--- config.mk ---
export PLATFORM = sky130hd
export DESIGN_NAME = reg_access_ctrl
export DESIGN_NICKNAME = d
export VERILOG_FILES = /design/src/rtl/reg_access_ctrl_pkg.sv /design/src/rtl/reg_access_ctrl_scoreboard.sv /design/src/rtl/reg_access_ctrl.sv
export SDC_FILE = /design/constraint.sdc
export NUM_CORES = 1
export LEC_CHECK = 0
export CAP_MARGIN = 10
export CORE_MARGIN = 1.5
export CORE_UTILIZATION = 47
export CTS_CLUSTER_DIAMETER = 40
export DETAILED_ROUTE_END_ITERATION = 8
export PLACE_DENSITY = 0.86
export SLEW_MARGIN = 0
export SYNTH_ARGS = -nofsm -noshare
export SYNTH_HDL_FRONTEND = slang
export SYNTH_HIERARCHICAL = 1
export SYNTH_SLANG_ARGS = --single-unit
--- constraint.sdc ---
create_clock -name clk -period 3.88 [get_ports clk]
set_input_delay 0.776 -clock clk [delete_from_list [all_inputs] [get_ports clk]]
set_output_delay 0.776 -clock clk [all_outputs]
set_load 0.01 [all_outputs]
--- src/rtl/reg_access_ctrl_pkg.sv ---
`default_nettype none
// ============================================================================
// Module      : reg_access_ctrl_pkg
// Description : Shared widths, slot-state encoding and helpers for the
//               register access controller.
// Revision    : 1.0 - initial release
// ============================================================================
package reg_access_ctrl_pkg;

    localparam int WORD_SIZE  = 16;
    localparam int NUM_REGS   = 4;
    localparam int REG_ADDR_W = 2;
    localparam int STALL_W    = 16;

    // Output slot toward execute: either empty or holding one bundle
    typedef enum logic [0:0] {
        SLOT_EMPTY = 1'b0,
        SLOT_FULL  = 1'b1
    } slot_state_t;

    // One-hot decode of a register index
    function automatic logic [NUM_REGS-1:0] onehot_reg(input logic [REG_ADDR_W-1:0] idx);
        logic [NUM_REGS-1:0] vec;
        vec      = '0;
        vec[idx] = 1'b1;
        return vec;
    endfunction

endpackage
`default_nettype wire

--- src/rtl/reg_access_ctrl_scoreboard.sv ---
`default_nettype none
// ============================================================================
// Module      : reg_scoreboard
// Description : Per-register outstanding-write tracker. A register committing
//               this cycle is treated as free so dependents issue right away.
// Revision    : 1.0 - initial release
// ============================================================================
module reg_scoreboard
    import reg_access_ctrl_pkg::*;
(
    input  logic                  clk,
    input  logic                  reset,
    input  logic                  commit_en,
    input  logic [REG_ADDR_W-1:0] commit_rd,
    input  logic                  set_en,
    input  logic [REG_ADDR_W-1:0] set_rd,
    input  logic [REG_ADDR_W-1:0] rs,
    input  logic [REG_ADDR_W-1:0] rt,
    input  logic [REG_ADDR_W-1:0] rd,
    input  logic                  uses_rs,
    input  logic                  uses_rt,
    input  logic                  writes_rd,
    output logic [NUM_REGS-1:0]   busy_mask,
    output logic                  hazard
);

    logic [NUM_REGS-1:0] w_commit;
    logic [NUM_REGS-1:0] w_set;
    logic [NUM_REGS-1:0] w_eff_busy;
    logic [NUM_REGS-1:0] w_busy_next;

    assign w_commit   = commit_en ? onehot_reg(commit_rd) : '0;
    assign w_set      = set_en    ? onehot_reg(set_rd)    : '0;
    assign w_eff_busy = busy_mask & ~w_commit;

    assign hazard = (uses_rs   & w_eff_busy[rs])
                  | (uses_rt   & w_eff_busy[rt])
                  | (writes_rd & w_eff_busy[rd]);

    // A new claim on a register outranks the commit releasing it
    genvar gi;
    generate
        for (gi = 0; gi < NUM_REGS; gi++) begin : g_busy
            assign w_busy_next[gi] = w_set[gi] | (busy_mask[gi] & ~w_commit[gi]);
        end
    endgenerate

    // Scoreboard state register
    always_ff @(posedge clk or posedge reset) begin
        if (reset) begin
            busy_mask <= '0;
        end else begin
            busy_mask <= w_busy_next;
        end
    end

endmodule
`default_nettype wire

--- src/rtl/reg_access_ctrl.sv ---
`default_nettype none
// ============================================================================
// Module      : reg_access_ctrl
// Description : Decode-to-execute operand fetch with hazard stalling, commit
//               bypass, one-entry output slot and registered writeback port.
// Revision    : 1.0 - initial release
// ============================================================================
module reg_access_ctrl
    import reg_access_ctrl_pkg::*;
(
    input  logic                  clk,
    input  logic                  reset,
    input  logic                  in_valid,
    output logic                  in_ready,
    input  logic [REG_ADDR_W-1:0] in_rs,
    input  logic [REG_ADDR_W-1:0] in_rt,
    input  logic [REG_ADDR_W-1:0] in_rd,
    input  logic                  in_uses_rs,
    input  logic                  in_uses_rt,
    input  logic                  in_writes_rd,
    output logic [REG_ADDR_W-1:0] rf_r1,
    output logic [REG_ADDR_W-1:0] rf_r2,
    input  logic [WORD_SIZE-1:0]  rf_readData1,
    input  logic [WORD_SIZE-1:0]  rf_readData2,
    output logic [REG_ADDR_W-1:0] rf_rd,
    output logic [WORD_SIZE-1:0]  rf_writeData,
    output logic                  rf_regWrite,
    output logic                  op_valid,
    input  logic                  op_ready,
    output logic [WORD_SIZE-1:0]  op_a,
    output logic [WORD_SIZE-1:0]  op_b,
    output logic [REG_ADDR_W-1:0] op_rd,
    output logic                  op_writes,
    input  logic                  wb_valid,
    input  logic [REG_ADDR_W-1:0] wb_rd,
    input  logic [WORD_SIZE-1:0]  wb_data,
    output logic [NUM_REGS-1:0]   busy_mask,
    output logic [STALL_W-1:0]    stall_count,
    output logic                  err_wb
);

    slot_state_t          r_state;
    slot_state_t          w_state_next;
    logic                 w_hazard;
    logic                 w_accept;
    logic                 w_wb_hit;
    logic [WORD_SIZE-1:0] w_bypass_a;
    logic [WORD_SIZE-1:0] w_bypass_b;

    assign rf_r1 = in_rs;
    assign rf_r2 = in_rt;

    reg_scoreboard u_scoreboard (
        .clk       (clk),
        .reset     (reset),
        .commit_en (rf_regWrite),
        .commit_rd (rf_rd),
        .set_en    (w_accept & in_writes_rd),
        .set_rd    (in_rd),
        .rs        (in_rs),
        .rt        (in_rt),
        .rd        (in_rd),
        .uses_rs   (in_uses_rs),
        .uses_rt   (in_uses_rt),
        .writes_rd (in_writes_rd),
        .busy_mask (busy_mask),
        .hazard    (w_hazard)
    );

    assign in_ready = ~w_hazard & ((r_state == SLOT_EMPTY) | op_ready);
    assign w_accept = in_valid & in_ready;
    assign op_valid = (r_state == SLOT_FULL);
    assign w_wb_hit = wb_valid & busy_mask[wb_rd];

    // The value being written this cycle is not yet visible on the read port
    assign w_bypass_a = (rf_regWrite && rf_rd == in_rs) ? rf_writeData : rf_readData1;
    assign w_bypass_b = (rf_regWrite && rf_rd == in_rt) ? rf_writeData : rf_readData2;

    // Output slot state register
    always_ff @(posedge clk or posedge reset) begin
        if (reset) begin
            r_state <= SLOT_EMPTY;
        end else begin
            r_state <= w_state_next;
        end
    end

    // Output slot next state; a refill while draining keeps the slot full
    always_comb begin
        w_state_next = r_state;
        case (r_state)
            SLOT_EMPTY: if (w_accept) w_state_next = SLOT_FULL;
            SLOT_FULL:  if (op_ready && !w_accept) w_state_next = SLOT_EMPTY;
            default:    w_state_next = SLOT_EMPTY;
        endcase
    end

    // Operand bundle captured on accept, held otherwise
    always_ff @(posedge clk or posedge reset) begin
        if (reset) begin
            op_a      <= '0;
            op_b      <= '0;
            op_rd     <= '0;
            op_writes <= 1'b0;
        end else if (w_accept) begin
            op_a      <= w_bypass_a;
            op_b      <= w_bypass_b;
            op_rd     <= in_rd;
            op_writes <= in_writes_rd;
        end
    end

    // Writeback register: one-cycle write pulse for results with a pending claim
    always_ff @(posedge clk or posedge reset) begin
        if (reset) begin
            rf_regWrite  <= 1'b0;
            rf_rd        <= '0;
            rf_writeData <= '0;
        end else begin
            rf_regWrite <= w_wb_hit;
            if (w_wb_hit) begin
                rf_rd        <= wb_rd;
                rf_writeData <= wb_data;
            end
        end
    end

    // Saturating hazard-stall counter and sticky spurious-writeback flag
    always_ff @(posedge clk or posedge reset) begin
        if (reset) begin
            stall_count <= '0;
            err_wb      <= 1'b0;
        end else begin
            if (in_valid && w_hazard && stall_count != {STALL_W{1'b1}}) begin
                stall_count <= stall_count + 16'd1;
            end
            if (wb_valid && !busy_mask[wb_rd]) begin
                err_wb <= 1'b1;
            end
        end
    end

endmodule
`default_nettype wire

==> run metrics <==
Cell variety after synth 45; final hold vios 0; initial antenna violation count 0; std cell rows 31; relative slew slack a little under two thirds; fmax 0.267 GHz; clock-pin slew on the worst setup and hold paths 0.07 ns; wire length of the first global-routing pass 15400 um; Final GP Congestion between 0.8 and 0.9; vias per cell about 5.3; fin crit share about 96%; drt total wl 9600 um; status complete, no violations; number of DRC violations after detailed routing 0; ratio of cells with drive above 1 in the final layout 9.96%; # setup viols final 0; via count of the routed design 3002; cell area after synthesis approximately 3600 um^2; main area contributors after synthesis sky130_fd_sc_hd__dfrtp_1 (52%), sky130_fd_sc_hd__mux2i_1 (9.9%), sky130_fd_sc_hd__mux2_2 (5.9%); die span in y a little over 90 um; Comb power frac approximately 45%; RSZ-0062 raised after global routing false; post-DR wirelength/cell ~17 um; Filler cells between 500 and 600; Floorplan Core Area 7370 um^2; die width about 91 um; post-placement setup slack around 0.17 ns; area share of the largest cell type after synthesis a little over half; setup ws final around 0.14 ns; Post-Syn Nets 389; critical path data required time roughly 3.1 ns; htree depth 3; placed wire-length estimate after detailed placement between 7000 and 8000 um; clock tree sinks 76; CP Class in -> out; Post-synth ARST share 100%; root buf cell sky130_fd_sc_hd__clkbuf_8; net switching power figure around 0.0013 W; clock skew after layout between 0.01 and 0.015 ns; number of iterations in the first detailed-routing pass 4; dominant synthesized flop cell sky130_fd_sc_hd__dfrtp_1; Setup Buffers After CTS 0; FF-to-FF setup slack between 1 and 1.5 ns; largest driver fanout on the critical path 5; cell count after synthesis 324; Slew @ Worst Pin ~0.55 ns; Post-CTS Hold Fix Bufs 0; via count of the first global-routing pass 3089; synth-to-layout area growth 47.0%; pin count of the biggest net entering global routing 66; initial drt markers 51; min cycle time layout ~3.7 ns; number of enable flip-flop cells after synthesis 0; number of buffer cells added on primary ports approximately 140; most common library cells after synthesis sky130_fd_sc_hd__dfrtp_1 (76), sky130_fd_sc_hd__nand2_1 (42), sky130_fd_sc_hd__mux2i_1 (36), sky130_fd_sc_hd__o21ai_0 (20), sky130_fd_sc_hd__mux2_2 (19); remaining global-route overflow 0; Mapped Avg Cell Area ~11 um^2; peak supply drop 0.405 mV; switching share of total power 35.5%; Cell Count, Final, Fillers Out approximately 570; total power per unit cell area 686 nW/um^2; insertion delay to the later sink of the worst-skew pair ~0.34 ns; effective utilization at floorplan between 40% and 50%; sequential cell area fraction in the yosys report between 50% and 60%; P_leak approximately 2.5 nW; Inserted Clock Buffers 9; element type at the critical path end output pin; quantity of gates resized following cts 0; endpoint arrival time on the critical path 2.97 ns; clock tree from TritonCTS done; number of nets at the end of the flow approximately 530; final core utilization between 70% and 80%; final max-slew violation count 0; cell total after placement roughly 560; overall die area ~8300 um^2; Boundary Pins 145; number of storage elements in the synthesis netlist 76; final total negative setup slack 0 ns; Post-DRT Antenna Nets 0; path type of the worst min-delay path reg -> reg; GRT Overall Usage a little under a quarter; Synthesis Warnings 6; diodes inserted 0; max-capacitance violation count 0; share of power burned in registers between 30% and 40%; clock network fraction of design power 15.5%; Internal between 0.002 and 0.0025 W; most used standard cell by instance count after synthesis sky130_fd_sc_hd__dfrtp_1; startpoint type of the worst setup path input port; maximum clock insertion buffer count 2; area leader, netlist sky130_fd_sc_hd__dfrtp_1
-- cells by family after synthesis --
group / Yosys count / synth area share (%)
AO/OA/AOI/OAI: 56 / 9.44
XOR/XNOR: 21 / 5.05
adder cells (fa/ha/maj): 1 / 0.343
buffers and inverters: 25 / 3.23
flip-flops: 76 / 52.2
multiplexers: 59 / 17.3
AND/OR/NAND/NOR: 86 / 12.5
-- flip-flops by register name, summed over array words and instances (netlist names), 2 cells and up --
register,count
op_a,16
op_b,16
op_rd,2
rf_rd,2
rf_writeData,16
stall_count,16
u_scoreboard/busy_mask,4
-- through the flow --
stage	cell area, um^2	hold slack [ns]	power, W
floorplan	3640	0.513	0.00217
global placement	5180	0.461	0.00306
detailed placement	5180	0.470	0.00313
CTS	5360	0.486	0.00371
global route	5360	0.501	0.00390
finish	5360	0.479	0.00368
-- worst paths after layout --
kind,start,end,depth (start not counted)
max,in_rt[0],in_ready,7
min,op_b[12]$_DFFE_PP0P_,op_b[12]$_DFFE_PP0P_,2
max reg2reg,rf_rd[1]$_DFFE_PP0P_,stall_count[8]$_DFFE_PP0P_,8
min reg2reg,op_b[12]$_DFFE_PP0P_,op_b[12]$_DFFE_PP0P_,2
max in group asynchronous,reset,rf_writeData[4]$_DFFE_PP0P_,3
min in group asynchronous,reset,op_rd[1]$_DFFE_PP0P_,2
-- layout make-up --
type                            count  area, um^2  area share, %
Clock buffer                       10         128           2.38
Clock inverter                      5        53.8           1.00
Inverter                            9        33.8          0.631
Multi-Input combinational cell    223        1630           30.3
Sequential cell                    76        1900           35.5
Tap cell                           99         124           2.31
Timing Repair Buffer              149        1490           27.8
-- per-layer routing --
metal  share of wire (%)  global-route usage [%]  up-vias
li1                    -                       -     1435
met1                  42                    29.1     1456
met2                  50                    40.2       92
met3                 4.7                    4.94       19
met4                 3.3                    11.2        0
met5                   0                       0        -
-- worst max-delay path: stages --
cell and delay, ns:
sky130_fd_sc_hd__clkdlybuf4s50_1 0.62, sky130_fd_sc_hd__xnor2_1 0.18, sky130_fd_sc_hd__a311oi_1 0.11, sky130_fd_sc_hd__o21ai_0 0.30, sky130_fd_sc_hd__o2111ai_2 0.22, sky130_fd_sc_hd__nor2b_1 0.19, sky130_fd_sc_hd__clkdlybuf4s50_1 0.56
-- layout by cell type, fill, tap and decap left out, types with 4 or more instances in the layout --
cell and instances:
sky130_fd_sc_hd__mux2_2 19, sky130_fd_sc_hd__clkdlybuf4s50_1 144, sky130_fd_sc_hd__clkbuf_8 9, sky130_fd_sc_hd__mux2i_1 36, sky130_fd_sc_hd__nor2_1 7, sky130_fd_sc_hd__dfrtp_1 76
sky130_fd_sc_hd__xnor2_1 14, sky130_fd_sc_hd__o21ai_0 20, sky130_fd_sc_hd__nand3b_1 5, sky130_fd_sc_hd__nand3_1 11, sky130_fd_sc_hd__o21ai_1 18, sky130_fd_sc_hd__xor2_1 7
sky130_fd_sc_hd__inv_1 7, sky130_fd_sc_hd__buf_4 4, sky130_fd_sc_hd__nand2_1 42
-- power by group through the flow --
stage                     Clock [W]  Combinational (W)  Sequential (W)
after global routing       0.000620            0.00179         0.00149
after detailed placement          0            0.00168         0.00146
after global placement            0            0.00163         0.00143
after CTS                  0.000585            0.00169         0.00144
after floorplan                   0           0.000636         0.00154
final                      0.000571            0.00167         0.00144
No activity file was read; power rests on OpenSTA's default activity.
